$ cat src/rtl/cache_ctrl_pkg.sv
`default_nettype none
// ============================================================================
// Module      : cache_ctrl_pkg
// Description : Shared state encoding and datapath select constants for the
//               parametrised cache controller.
// Revision    : 1.0 - initial release
// ============================================================================
package cache_ctrl_pkg;

    typedef enum logic [1:0] {
        S_IDLE  = 2'd0,
        S_EVICT = 2'd1,
        S_FILL  = 2'd2,
        S_WT_WR = 2'd3
    } state_t;

    localparam logic MRW_READ  = 1'b0;
    localparam logic MRW_WRITE = 1'b1;

    localparam logic SEL_CACHE = 1'b0;
    localparam logic SEL_MEM   = 1'b1;

endpackage : cache_ctrl_pkg
`default_nettype wire

$ cat src/rtl/mem_wait_ctr.sv
`default_nettype none
// ============================================================================
// Module      : mem_wait_ctr
// Description : Loadable down-counter that times one memory word phase.
// Revision    : 1.0 - initial release
// ============================================================================
module mem_wait_ctr #(
    parameter int W = 2
) (
    input  logic         clk,
    input  logic         reset,
    input  logic         ld,
    input  logic [W-1:0] ld_val,
    output logic         zero
);

    logic [W-1:0] r_cnt;

    // Saturates at zero so an idle counter always reports zero.
    always_ff @(posedge clk) begin
        if (reset) begin
            r_cnt <= '0;
        end else if (ld) begin
            r_cnt <= ld_val;
        end else if (r_cnt != '0) begin
            r_cnt <= r_cnt - 1'b1;
        end
    end

    assign zero = (r_cnt == '0);

endmodule : mem_wait_ctr
`default_nettype wire

$ cat src/rtl/cache_ctrl_param.sv
`default_nettype none
// ============================================================================
// Module      : cache_ctrl_param
// Description : Cache controller FSM with multi-word line fill/evict, memory
//               wait states and write-back or write-through operation.
// Revision    : 1.0 - initial release
// ============================================================================
module cache_ctrl_param
    import cache_ctrl_pkg::*;
#(
    parameter int MEM_WAIT   = 4,
    parameter int LINE_WORDS = 4,
    parameter int WRITE_BACK = 1,
    parameter int IDX_W      = (LINE_WORDS > 1) ? $clog2(LINE_WORDS) : 1
) (
    input  logic             clk,
    input  logic             reset,
    input  logic             Strobe,
    input  logic             DRW,
    input  logic             M,
    input  logic             V,
    input  logic             D,
    output logic             DReady,
    output logic             W,
    output logic             SetD,
    output logic             ClrD,
    output logic             MStrobe,
    output logic             MRW,
    output logic             RSel,
    output logic             WSel,
    output logic [IDX_W-1:0] WordIdx,
    output logic             Busy
);

    localparam int              CW         = (MEM_WAIT > 1) ? $clog2(MEM_WAIT) : 1;
    localparam logic [CW-1:0]   c_wait_ld  = CW'(MEM_WAIT - 1);
    localparam logic [IDX_W-1:0] c_last_idx = IDX_W'(LINE_WORDS - 1);

    state_t           r_state;
    state_t           w_next;
    logic [IDX_W-1:0] r_idx;
    logic [IDX_W-1:0] w_next_idx;
    logic             r_first;
    logic             r_abort;
    logic             w_abort_nx;
    logic             w_ld;
    logic             w_zero;
    logic             w_hit;
    logic             w_last_word;

    logic w_dready, w_w, w_setd, w_clrd, w_mstrobe, w_mrw, w_rsel, w_wsel;

    // The counter is loaded on the cycle before each word phase, so it reads
    // MEM_WAIT-1 on the phase's first cycle and zero on its last.
    mem_wait_ctr #(
        .W (CW)
    ) u_wait (
        .clk    (clk),
        .reset  (reset),
        .ld     (w_ld),
        .ld_val (c_wait_ld),
        .zero   (w_zero)
    );

    assign w_hit       = M & V;
    assign w_last_word = (r_idx == c_last_idx);

    always_comb begin
        w_next     = r_state;
        w_next_idx = r_idx;
        w_abort_nx = r_abort;
        w_ld       = 1'b0;
        w_dready   = 1'b0;
        w_w        = 1'b0;
        w_setd     = 1'b0;
        w_clrd     = 1'b0;
        w_mstrobe  = 1'b0;
        w_mrw      = MRW_READ;
        w_rsel     = SEL_CACHE;
        w_wsel     = SEL_CACHE;

        case (r_state)
            S_IDLE: begin
                w_abort_nx = 1'b0;
                w_next_idx = '0;
                if (Strobe) begin
                    if (!DRW) begin
                        if (w_hit) begin
                            w_dready = 1'b1;
                        end else if ((WRITE_BACK != 0) && V && D) begin
                            w_next = S_EVICT;
                            w_ld   = 1'b1;
                        end else begin
                            w_next = S_FILL;
                            w_ld   = 1'b1;
                        end
                    end else if (WRITE_BACK != 0) begin
                        if (w_hit) begin
                            w_w      = 1'b1;
                            w_setd   = 1'b1;
                            w_dready = 1'b1;
                        end else if (V && D) begin
                            w_next = S_EVICT;
                            w_ld   = 1'b1;
                        end else begin
                            w_next = S_FILL;
                            w_ld   = 1'b1;
                        end
                    end else begin
                        w_w    = w_hit;
                        w_next = S_WT_WR;
                        w_ld   = 1'b1;
                    end
                end
            end

            S_EVICT: begin
                w_mrw      = MRW_WRITE;
                w_mstrobe  = r_first;
                w_abort_nx = r_abort | ~Strobe;
                if (w_zero) begin
                    if (w_last_word) begin
                        // A withdrawn request still finishes the write-back but skips the refill.
                        w_next_idx = '0;
                        w_next     = w_abort_nx ? S_IDLE : S_FILL;
                        w_ld       = ~w_abort_nx;
                    end else begin
                        w_next_idx = r_idx + 1'b1;
                        w_ld       = 1'b1;
                    end
                end
            end

            S_FILL: begin
                w_mstrobe = r_first;
                if (w_zero) begin
                    w_w    = 1'b1;
                    w_wsel = SEL_MEM;
                    if (w_last_word) begin
                        w_clrd     = 1'b1;
                        w_next_idx = '0;
                        w_next     = S_IDLE;
                    end else begin
                        w_next_idx = r_idx + 1'b1;
                        w_ld       = 1'b1;
                    end
                end
            end

            S_WT_WR: begin
                w_mrw     = MRW_WRITE;
                w_mstrobe = r_first;
                if (w_zero) begin
                    w_dready = 1'b1;
                    w_next   = S_IDLE;
                end
            end

            default: begin
                w_next     = S_IDLE;
                w_next_idx = '0;
            end
        endcase
    end

    always_ff @(posedge clk) begin
        if (reset) begin
            r_state <= S_IDLE;
            r_idx   <= '0;
            r_first <= 1'b0;
            r_abort <= 1'b0;
        end else begin
            r_state <= w_next;
            r_idx   <= w_next_idx;
            r_first <= w_ld;
            r_abort <= w_abort_nx;
        end
    end

    // Outputs are forced low during reset so an aborted transfer stops at once.
    assign DReady  = w_dready  & ~reset;
    assign W       = w_w       & ~reset;
    assign SetD    = w_setd    & ~reset;
    assign ClrD    = w_clrd    & ~reset;
    assign MStrobe = w_mstrobe & ~reset;
    assign MRW     = w_mrw     & ~reset;
    assign RSel    = w_rsel    & ~reset;
    assign WSel    = w_wsel    & ~reset;
    assign WordIdx = reset ? '0 : r_idx;
    assign Busy    = (r_state != S_IDLE) & ~reset;

    always_ff @(posedge clk) begin
        if (!reset) begin
            assert (MEM_WAIT >= 1)
                else $error("cache_ctrl_param: MEM_WAIT must be >= 1");
            assert ((LINE_WORDS >= 1) && ((LINE_WORDS & (LINE_WORDS - 1)) == 0))
                else $error("cache_ctrl_param: LINE_WORDS must be a power of 2");
        end
    end

endmodule : cache_ctrl_param
`default_nettype wire

$ cat config.mk
export PLATFORM = sky130hd
export DESIGN_NAME = cache_ctrl_param
export DESIGN_NICKNAME = d
export VERILOG_FILES = /design/src/rtl/cache_ctrl_pkg.sv /design/src/rtl/mem_wait_ctr.sv /design/src/rtl/cache_ctrl_param.sv
export SDC_FILE = /design/constraint.sdc
export NUM_CORES = 1
export LEC_CHECK = 0
export BUFFER_PORTS_ARGS = -buffer_cell sky130_fd_sc_hd__buf_4
export CORE_ASPECT_RATIO = 0.9
export CORE_MARGIN = 2
export CORE_UTILIZATION = 30
export CTS_CLUSTER_DIAMETER = 100
export CTS_CLUSTER_SIZE = 12
export DETAILED_ROUTE_END_ITERATION = 12
export GPL_ROUTABILITY_DRIVEN = 0
export MAX_ROUTING_LAYER = met4
export PLACE_DENSITY_LB_ADDON = 0.08
export SKIP_CTS_REPAIR_TIMING = 1
export SLEW_MARGIN = 15
export SYNTH_ARGS = -nofsm -noshare
export SYNTH_HDL_FRONTEND = slang
export SYNTH_SLANG_ARGS = --single-unit
$ cat constraint.sdc
create_clock -name clk -period 2.2 [get_ports clk]
set_input_delay 0.44 -clock clk [delete_from_list [all_inputs] [get_ports clk]]
set_output_delay 0.44 -clock clk [all_outputs]
set_load 0.01 [all_outputs]
==> flow_summary.ini <==
[global_routing]
antenna_found_initial = 0
grt_max_degree = 20
grt_pass1_wl_um = 2421
grt_pass1_vias = 525
grt_usage_pct = 14.51
overflow = 0

[drt]
drt-total-wl_um = 1393
dr.pass1.iters = 4
viasPerCell = 4.763
vias = 543
ant_nets = 0
drc = 0
drt_iter0_markers = 10
wl_per_cell_um = 12.22

[floorplanning]
fp.dieH_um = 47.45
die_w_um = 52.28
rows = 15
initial_core_util_pct = 32.24
dieArea_um2 = 2481
io_pins = 18
coreArea_um2 = 1952

[critical_path]
crit_fanout = 11
critPathCaptureType = output pin
worstSetupPathType = reg2out
worst_setup_path_start_kind = flop
arrival_ns = 1.60
worstPathRequired_ns = 1.76

[timing]
finalHoldViolCount = 0
holdWs_ns = 0.4780
fin_skew_ns = 0.01049
timing.final.crit_share_pct = 92.71
post-route-min-period_ns = 2.040
tns_ns = 0
drv_slew = 0
fmax_mhz = 490.3
fin_ws_ns = 0.1603
finalSetupViolCount = 0
rsz0062_at_grt = no

[synthesis]
syn_area_um2 = 629.4
synth_cells = 74
synth-seq-cells = 8
yosys_warnings = 0
synth.avg_cell_area_um2 = 8.505
synth_cell_types = 33
synth_seq_area_share_pct = 25.45
syn-num-nets = 88

[clock_tree]
numCtsBuffers = 3
cts_tree = done
cts_buffer_depth = 2
cts_max_level = 1
cts_root_buf = clkbuf_4
clk_pin_slew_ns = 0.06
cts_sinks = 8
clkLatencyLatePin_ns = 0.26

[run_status]
outcome = finished clean

[final_layout]
drive_gt1_share_pct = 25.84
area_growth_syn_to_layout_pct = 23.86
antenna_cells = 0
final_nets = 105

[placement]
dp_hpwl_um = 1060
portBuffers = 16
dp_slack_ns = 0.4418

[power_and_ir_drop]
ir_drop_mv = 0.3573
power.total_uw = 753.5
p_per_area_nw_per_um2 = 966.7
p_leak_uw = 0.0003574

[run]
max-cap-violations = 0

[min_path]
worstHoldPathType = in2reg
worst paths after layout:
path / start / end / slack [ns] / depth (start not counted)
setup / recovery: u_wait.r_cnt[0]$_SDFFE_PP0P_ / W / 0.16 / 6
hold / removal: reset / r_abort$_SDFFE_PP0P_ / 0.48 / 2
setup reg to reg: r_state[0]$_SDFFE_PP0P_ / u_wait.r_cnt[1]$_SDFFE_PP0P_ / 0.64 / 5
hold reg to reg: r_abort$_SDFFE_PP0P_ / r_abort$_SDFFE_PP0P_ / 0.50 / 2
per-layer routing:
| layer | vias up | part of all wire [%] | track usage, % |
|---|---|---|---|
| met5 | - | 0 | - |
| met4 | 0 | 1.3 | 9.231 |
| met3 | 2 | 8.9 | 4.375 |
| met2 | 19 | 40 | 20.75 |
| met1 | 237 | 50 | 17.90 |
| li1 | 285 | - | - |
critical path: stages, from the launching register on:
cell and delay [ns]:
dfxtp_1 0.35, inv_1 0.05, ha_1 0.32, nand2_1 0.14
nor2_1 0.05, or2_2 0.29, buf_4 0.14
stage by stage:
stage	util, %	cells	cell area, um2
after floorplan	-	74	629.4
after global placement	38.78	111	757.0
after detailed placement	38.78	111	757.0
after CTS	39.94	114	779.5
after global routing	39.94	114	779.5
final	39.94	114	779.5
cells in the mapped netlist:
| cell type | instances | area [um2] |
|---|---|---|
| a2bb2oi_1 | 1 | 8.760 |
| nand3_1 | 1 | 5.000 |
| inv_1 | 7 | 26.28 |
| nor4bb_1 | 1 | 10.01 |
| and2_1 | 1 | 6.260 |
| o211ai_1 | 2 | 15.01 |
| nand2b_1 | 3 | 18.77 |
| ha_1 | 7 | 87.58 |
| mux2i_1 | 3 | 30.03 |
| and4bb_2 | 1 | 12.51 |
| nand4b_1 | 1 | 8.760 |
| a221oi_4 | 1 | 26.28 |
| or2_2 | 1 | 6.260 |
| conb_1 | 1 | 3.750 |
| o311ai_1 | 1 | 8.760 |
| a32oi_1 | 2 | 17.52 |
| clkbuf_1 | 1 | 3.750 |
| nor2_1 | 8 | 30.03 |
| o21ai_0 | 1 | 5.000 |
| nor3b_1 | 1 | 7.510 |
| buf_4 | 3 | 22.52 |
| o21bai_1 | 1 | 7.510 |
| buf_2 | 1 | 5.000 |
| nor2b_1 | 3 | 18.77 |
| dfxtp_1 | 8 | 160.2 |
| a211oi_1 | 2 | 15.01 |
| a21bo_1 | 1 | 10.01 |
| nand4_1 | 1 | 6.260 |
| a21boi_0 | 1 | 7.510 |
| xor2_1 | 1 | 8.760 |
| nor3_1 | 1 | 5.000 |
| a21oi_1 | 2 | 10.01 |
| nand2_1 | 4 | 15.01 |
placed cells by master, fill, tap and decap left out, types with 2 or more instances in the layout:
cell type	n
a21oi_1	2
o211ai_1	2
a211oi_1	2
nor2b_1	3
a32oi_1	2
inv_1	7
nand2b_1	3
dfxtp_1	8
buf_4	17
nor2_1	8
clkbuf_4	3
mux2i_1	3
nand2_1	4
ha_1	7
cell type report:
type	instances	area (um2)
Clock buffer	3	22.52
Inverter	7	26.28
Sequential cell	8	160.2
Multi-Input combinational cell	54	411.6
Fill cell	222	1172
Timing Repair Buffer	17	127.6
Tap cell	25	31.28
flip-flops by register name, summed over array words and instances (netlist names):
register,flops
u_wait.r_cnt,2
r_state,2
r_idx,2
r_first,1
r_abort,1
logic make-up (layout without fill, tap and decap cells):
logic type | after synthesis | in the layout | share of synthesized area (%)
muxes | 3 | 3 | 4.772
other | 1 | 1 | 0.5958
buffers and inverters | 12 | 27 | 9.144
DFF | 8 | 8 | 25.45
and+or+nand+nor | 27 | 27 | 23.86
xor gates and xnor gates | 1 | 1 | 1.392
adders and majority gates | 7 | 7 | 13.92
AOI/OAI and AO/OA | 15 | 15 | 20.88
where the power goes:
part	total (uW)	switching, uW	internal (uW)
combinational	418	228	190
clock	119	55.9	62.8
sequential	217	29.8	187
total	754	314	439
Note: power is estimated with default switching activity, not from simulation.
